File: config.mk
export PLATFORM = sky130hd
export DESIGN_NAME = issue_scheduler
export DESIGN_NICKNAME = d
export VERILOG_FILES = /design/src/rtl/issue_scheduler.sv
export SDC_FILE = /design/constraint.sdc
export NUM_CORES = 1
export LEC_CHECK = 0
export ABC_AREA = 0
export BUFFER_PORTS_ARGS = -buffer_cell sky130_fd_sc_hd__buf_4
export CORE_MARGIN = 3
export CORE_UTILIZATION = 46
export CTS_BUF_LIST = sky130_fd_sc_hd__clkbuf_4
export DETAILED_ROUTE_END_ITERATION = 10
export HOLD_SLACK_MARGIN = 0.08
export PLACE_DENSITY = 0.69
export SYNTH_ARGS = -nofsm -noshare
export SYNTH_HDL_FRONTEND = slang
export SYNTH_SLANG_ARGS = --single-unit
export TNS_END_PERCENT = 5
File: constraint.sdc
create_clock -name clk -period 5.7 [get_ports clk]
set_clock_uncertainty 0.05 [all_clocks]
set_input_delay 1.14 -clock clk [delete_from_list [all_inputs] [get_ports clk]]
set_output_delay 1.14 -clock clk [all_outputs]
set_load 0.02 [all_outputs]
File: src/rtl/issue_scheduler.sv
// In-order issue queue with a 32-entry register scoreboard. The head entry issues
// once its RAW/WAW hazards clear and the execute side accepts it.
module issue_scheduler #(
  parameter int DEPTH     = 4,
  parameter int PTR_W     = 2,
  parameter int PAYLOAD_W = 128
) (
  input  logic                 clk,
  input  logic                 rst_n,
  input  logic                 flush,
  input  logic                 enq_valid,
  output logic                 enq_ready,
  input  logic                 enq_num1_need,
  input  logic [4:0]           enq_num1_addr,
  input  logic                 enq_num2_need,
  input  logic [4:0]           enq_num2_addr,
  input  logic                 enq_wr_need,
  input  logic [4:0]           enq_wr_addr,
  input  logic [PAYLOAD_W-1:0] enq_payload,
  output logic                 iss_valid,
  input  logic                 iss_ready,
  output logic [4:0]           iss_num1_addr,
  output logic [4:0]           iss_num2_addr,
  output logic                 iss_wr_need,
  output logic [4:0]           iss_wr_addr,
  output logic [PAYLOAD_W-1:0] iss_payload,
  input  logic                 wb_valid,
  input  logic [4:0]           wb_addr,
  output logic [PTR_W:0]       count,
  output logic [15:0]          stall_cycles
);

  typedef struct packed {
    logic                 num1_need;
    logic [4:0]           num1_addr;
    logic                 num2_need;
    logic [4:0]           num2_addr;
    logic                 wr_need;
    logic [4:0]           wr_addr;
    logic [PAYLOAD_W-1:0] payload;
  } entry_t;

  localparam logic [PTR_W:0]   CNT_FULL = (PTR_W+1)'(DEPTH);
  localparam logic [PTR_W:0]   CNT_ONE  = (PTR_W+1)'(1);
  localparam logic [PTR_W:0]   CNT_ZERO = {(PTR_W+1){1'b0}};
  localparam logic [PTR_W-1:0] PTR_ONE  = PTR_W'(1);
  localparam logic [PTR_W-1:0] PTR_ZERO = {PTR_W{1'b0}};

  entry_t           mem_r [DEPTH];
  logic [PTR_W-1:0] head_r;
  logic [PTR_W-1:0] tail_r;
  logic [PTR_W:0]   count_r;
  logic [31:0]      busy_r;
  logic [15:0]      stall_r;

  entry_t      head_s;
  logic        not_empty_s;
  logic        blocked_s;
  logic        enq_fire_s;
  logic        iss_fire_s;
  logic [31:0] busy_set_s;
  logic [31:0] busy_clr_s;

  // A same-cycle write-back hides the busy bit; register 0 is never busy.
  function automatic logic eff_busy(input logic [31:0] busy, input logic wbv,
                                    input logic [4:0] wba, input logic [4:0] r);
    return (r != 5'd0) && busy[r] && !(wbv && (wba == r));
  endfunction

  // Hazard evaluation, handshakes and scoreboard update terms.
  always_comb begin
    head_s      = mem_r[head_r];
    not_empty_s = (count_r != CNT_ZERO);
    blocked_s   = (head_s.num1_need && eff_busy(busy_r, wb_valid, wb_addr, head_s.num1_addr)) ||
                  (head_s.num2_need && eff_busy(busy_r, wb_valid, wb_addr, head_s.num2_addr)) ||
                  (head_s.wr_need   && eff_busy(busy_r, wb_valid, wb_addr, head_s.wr_addr));
    enq_ready   = (count_r != CNT_FULL);
    iss_valid   = not_empty_s && !blocked_s;
    enq_fire_s  = enq_valid && enq_ready && !flush;
    iss_fire_s  = iss_valid && iss_ready && !flush;
    if (wb_valid && (wb_addr != 5'd0)) begin
      busy_clr_s = 32'd1 << wb_addr;
    end else begin
      busy_clr_s = 32'd0;
    end
    if (iss_fire_s && head_s.wr_need && (head_s.wr_addr != 5'd0)) begin
      busy_set_s = 32'd1 << head_s.wr_addr;
    end else begin
      busy_set_s = 32'd0;
    end
  end

  // Head entry presentation, held at zero while the queue is empty.
  always_comb begin
    if (not_empty_s) begin
      iss_num1_addr = head_s.num1_addr;
      iss_num2_addr = head_s.num2_addr;
      iss_wr_need   = head_s.wr_need;
      iss_wr_addr   = head_s.wr_addr;
      iss_payload   = head_s.payload;
    end else begin
      iss_num1_addr = 5'd0;
      iss_num2_addr = 5'd0;
      iss_wr_need   = 1'b0;
      iss_wr_addr   = 5'd0;
      iss_payload   = {PAYLOAD_W{1'b0}};
    end
  end

  // Entry storage written at the tail.
  always_ff @(posedge clk or negedge rst_n) begin
    if (!rst_n) begin
      for (int i = 0; i < DEPTH; i++) begin
        mem_r[i] <= {$bits(entry_t){1'b0}};
      end
    end else if (enq_fire_s) begin
      mem_r[tail_r] <= '{num1_need: enq_num1_need, num1_addr: enq_num1_addr,
                         num2_need: enq_num2_need, num2_addr: enq_num2_addr,
                         wr_need: enq_wr_need, wr_addr: enq_wr_addr,
                         payload: enq_payload};
    end
  end

  // Pointers and occupancy; flush empties the queue but leaves the scoreboard.
  always_ff @(posedge clk or negedge rst_n) begin
    if (!rst_n) begin
      head_r  <= PTR_ZERO;
      tail_r  <= PTR_ZERO;
      count_r <= CNT_ZERO;
    end else if (flush) begin
      head_r  <= PTR_ZERO;
      tail_r  <= PTR_ZERO;
      count_r <= CNT_ZERO;
    end else begin
      if (enq_fire_s) tail_r <= tail_r + PTR_ONE;
      if (iss_fire_s) head_r <= head_r + PTR_ONE;
      case ({enq_fire_s, iss_fire_s})
        2'b10:   count_r <= count_r + CNT_ONE;
        2'b01:   count_r <= count_r - CNT_ONE;
        default: count_r <= count_r;
      endcase
    end
  end

  // Scoreboard (set wins over clear) and saturating hazard-stall counter.
  always_ff @(posedge clk or negedge rst_n) begin
    if (!rst_n) begin
      busy_r  <= 32'd0;
      stall_r <= 16'd0;
    end else begin
      busy_r <= (busy_r & ~busy_clr_s) | busy_set_s;
      if (not_empty_s && blocked_s && (stall_r != 16'hFFFF)) begin
        stall_r <= stall_r + 16'd1;
      end
    end
  end

  assign count        = count_r;
  assign stall_cycles = stall_r;

endmodule

# Yosys cells after proc, flatten, opt, wreduce, memory -nomap -nowiden
# Cells that the tools add are included.
# op_classes
addsub	5
magnitude_cmp	6
eq_ne	7
shifts	2
muxes	25
bitwise	5
n_reduce_logical	38
# ops
op	count
bitwise mux 584 bit	1
two-way mux 146 bit	3
binary-select mux 146 bit (select 2 bit)	1
demux 146 bit (select 2 bit)	1
two-way mux 128 bit	1
two-way mux 32 bit	2
<< shifter 1 x 5 -> 32 bit (first input constant)	2
bitwise AND 32 bit	1
inverter 32 bit	1
bitwise OR 32 bit	1
logical AND 1 bit	23
nonzero test 5 bit	4
less-than comparator 5 x 6 -> 1 bit (second input constant)	3
adder 16 x 1 -> 16 bit (second input constant)	1
inequality test 16 bit (second input constant)	1
binary-select mux 1 bit (select 5 bit)	3
== test 5 bit	3
two-way mux 5 bit	3
two-way mux 2 bit	4
>= comparator 3 bit (second input constant)	2
inverter 2 -> 3 bit	2
case mux 3 bit (2 select lines)	1
nonzero test 3 bit	2
zero test 1 bit	5
other kinds (11)	17
# totals
register_bits	639
in_bits	157
output_inout_bits	165

# Depth between registers and ports, before layout
# depth
depth_word	19
ltp_mapped	15

# Least setup slack after synthesis
# OpenSTA, ideal clock, no wires.
# synth_path
path_kind	input to output
start	input port wb_addr[0]
end	output port iss_valid
arrival_time_ns	2.696
setup_slack_ns	1.814
stages	9
path_buffers	1
cell_sequence	clkbuf_1 -> inv_1 -> a221oi_1 -> a221o_1 -> o31ai_1 -> o21ai_0 -> o21bai_2 -> nand3_1 -> nor2_1
# synth_between
elab_chain_len	9
elab_cells_between_ends	19
cone_classes	eq/ne: 3; reduce/logical: 16
# synth_rtl
element	line_no	text
start, declared	28	input logic [4:0] wb_addr,
== test 5 bit	67	return (r != 5'd0) && busy[r] && !(wbv && (wba == r));
logical AND 1 bit	67	
zero test 1 bit	67	
logical AND 1 bit	67	
logical AND 1 bit, on equally long branches	74, 75	
logical OR 1 bit	74	blocked_s = (head_s.num1_need && eff_busy(busy_r, wb_valid, wb_addr, head_s.num1_addr)) ||
logical OR 1 bit (*)	75	(head_s.num2_need && eff_busy(busy_r, wb_valid, wb_addr, head_s.num2_addr)) ||
zero test 1 bit (*)	78	iss_valid = not_empty_s && !blocked_s;
logical AND 1 bit (*)	78	
end, declared	20	output logic iss_valid,
# Mark *: on every way between the ends. The rest lies on a longest branch, timed or not.

# Final worst setup path
# layout_path
start	register head_r[1]
end	output port iss_valid
# layout_between
elab_chain_len	13
elab_cells_between_ends	35
cone_classes	eq/ne: 3; mux: 9; bitwise: 1; reduce/logical: 22
# layout_rtl
element	line_no	text
start, declared	50	logic [PTR_W-1:0] head_r;
start signal, assigned	136	if (iss_fire_s) head_r <= head_r + PTR_ONE;
inverter 2 -> 3 bit (implied by the code) (*)	72	head_s = mem_r[head_r];
binary-select mux 146 bit (select 2 bit) (*)	72	
two-way mux 146 bit (implied by the code) (*) (2 in a row)	72	
binary-select mux 1 bit (select 5 bit) or == test 5 bit (tied branches)	67	
two-way mux 1 bit (implied by the code) or logical AND 1 bit (tied branches)	67	
logical AND 1 bit or zero test 1 bit (tied branches)	67	
logical AND 1 bit	67	
logical AND 1 bit, on equally long branches	74, 75	
logical OR 1 bit	74	
logical OR 1 bit (*)	75	
zero test 1 bit (*)	78	
logical AND 1 bit (*)	78	
# Mark *: on every way between the ends. The rest lies on a longest branch, timed or not. The select of a mux whose other input is x is not followed.

==> results.cfg <==
[run_status]
status = completed

[yosys]
synthTopCellsByArea = dfrtp_1 (53%), mux2_2 (22%), mux4_2 (11%)
synth_most_common_cell = dfrtp_1
ys_seq_area_frac = 0.535
synthDistinctLibCells = 54
synth_top_family_by_area = multiplexers
syn_nets = 2174
yosys.area_share.xor_xnor = 0.00849
synth_warnings = 0
synthFlopType = dfrtp_1
syn-cell-area_um2 = 29900
synth-simple-area-share = 0.0521
yosysTopAreaCell = dfrtp_1
muxShareOfSynthArea = 0.356
synth-seq-cells = 639
async_flop_share = 1.00
yosys-top-cells-count = dfrtp_1 (639), mux2_2 (594), mux4_2 (146)
synth_compound_area_frac = 0.0244
syn_avg_cell_area_um2 = 14.9
synth_fa_ha_area_frac = 0.00276
syn_inst = 2011
synth_edf_count = 0
synth_top_area_share = 0.535

[setup_path]
start_kind = flop
cp_top_family = buffers and inverters
critical_path_required_ns = 4.51
cp.arrival_ns = 4.09
cp_num_buf_inv = 2
path_cells = buf_4 -> mux4_2 -> xnor2_1 -> nand3_1 -> o21ai_0 -> o21bai_2 -> nand3_1 -> nor2_1 -> buf_4
cp-end-kind = output port
slowest_stage = dfrtp_4
max_stage_delay_ns = 0.79
path_class = flop to output port
crit_fanout = 53

[power_and_ir_drop]
power_leakage_nw = 16.1
vdd_drop_max_v = 0.000294
powerDensity_nw_per_um2 = 576

[placement]
dp.cells = 3064
place.gp.congestion = 0.890
hpwl_um = 48000
io_buffers = 321
place_area_um2 = 33100

[grt]
grt_usage = 0.223
antenna_found_initial = 14
grt_max_degree = 131
grt_pass1_wl_um = 118000
overflow = 0
grt_pass1_vias = 20800

[clock_network]
root_buffer = clkbuf_4
cts.repair.resized = 0
cts.sinks = 639
ctsLongestPathBuffers = 3
cts_tree = yes
clkLatencyLatePin_ns = 0.95
clk_pin_slew_ns = 0.06
numCtsBuffers = 172
h-tree-depth = 4
cts_hold_buf = 0
post_cts_buffers = 0

[detailed_routing]
wire_per_inst_um = 22.1
routed_wl_um = 74500
drt_iter0_markers = 937
dr_total_vias = 18800
final_antenna_net_count = 0
routed_via_density = 5.57
firstDrtPassIters = 7
drc_errors = 0

[floorplanning]
core_um2 = 63700
ioPinCount = 322
fp.dieW_um = 261
rows = 92
die_h_um = 261
dieArea_um2 = 68100
start_util = 0.470

[final_layout]
fin_area_um2 = 35400
final_layout_size_suffix_gt1_frac = 0.557
final_cells = 3369
synthToLayoutAreaGrowth_pct = 18.2
nets = 2556

[sta]
worst_pin_slew_ns = 1.27
drv_slew = 0
whs_ns = 0.176
min_period_ns = 5.28
fmax_ghz = 0.189
period_share = 0.926
slew_headroom = 0.156
setup_viol = 0
finalHoldViolCount = 0

[run]
maxCapViolCount = 0

[min_path]
hold_class = primary input to async pin
routing by layer:
metal,part of all wire,track usage,wire [um]
met5,0.0015,0,115
met4,0.023,0.0804,1710
met3,0.064,0.0732,4780
met2,0.50,0.362,37100
met1,0.41,0.281,30800
cell usage in the layout (no fill, tap or decap), types with 3 or more instances in the layout:
master and count:
nand3b_1 5, nor2_1 23, a21oi_1 8, clkbuf_4 271
clkinvlp_4 3, dfrtp_1 637, mux2_2 594, a31oi_1 3
and2_1 140, nand2_1 28, o31ai_2 3, mux4_2 146
buf_4 340, xor2_1 5, buf_12 8, clkinv_4 5
mux2i_1 61, nor2b_1 6, inv_1 13, nand3_1 18
or2_2 6, ha_1 5, and3_1 3, nand2b_1 11
clkinv_1 7, nand4_1 13, or3_1 5, xnor2_1 24
o31ai_1 32, mux2_1 3, o22ai_1 4, diode_2 11
nand2_4 4, inv_6 3, o21ai_0 36
report_power, final:
part	internal, W	switching (W)	total (W)	leakage [nW]
Clock	0.00215	0.00186	0.00401	1.31
Combinational	0.00454	0.00407	0.00861	6.75
Sequential	0.00660	0.00113	0.00773	8.06
Total	0.0133	0.00707	0.0204	16.1
cell type report:
class / instances / area, um2
inverter: 13 / 48.8
fill: 5253 / 28300
clock inverter: 22 / 148
sequential: 639 / 16000
antenna: 11 / 27.5
tap: 846 / 1060
timing repair buffer: 350 / 2750
multi-input combinational: 1217 / 13300
clock buffer: 271 / 2030
through the flow:
stage | utilization | setup WS (ns) | TNS [ns] | power [W]
after CTS | 0.555 | 0.148 | 0 | 0.0206
after global routing | 0.556 | -0.0160 | -0.0160 | 0.0217
after floorplan | - | 1.81 | 0 | 0.0135
after global placement | 0.520 | 1.30 | 0 | 0.0161
final | 0.556 | 0.422 | 0 | 0.0204
after detailed placement | 0.520 | 1.28 | 0 | 0.0165
final timing paths:
| path | end | startpoint | slack [ns] | depth (start not counted) |
|---|---|---|---|---|
| setup reg to reg | busy_r[15] | head_r[1] | 1.36 | 9 |
| min in group clk | busy_r[0] | busy_r[0] | 0.35 | 0 |
| hold / removal | mem_r[420] | rst_n | 0.18 | 1 |
| setup / recovery | iss_valid | head_r[1] | 0.42 | 9 |
| max in group asynchronous | mem_r[463] | rst_n | 4.18 | 3 |
| hold reg to reg | busy_r[0] | busy_r[0] | 0.35 | 0 |
registers in the layout, summed over array words and instances, names as in the netlist:
register / flops
head_r: 2
count: 3
tail_r: 2
mem_r: 584
stall_cycles: 16
busy_r: 32
logic make-up after synthesis:
logic type      after synthesis
compound gates              106
xor+xnor                     29
fa+ha+maj                     6
buf+inv                     155
flops                       639
mux                         805
simple gates                271
(Power assumes the default switching activity.)
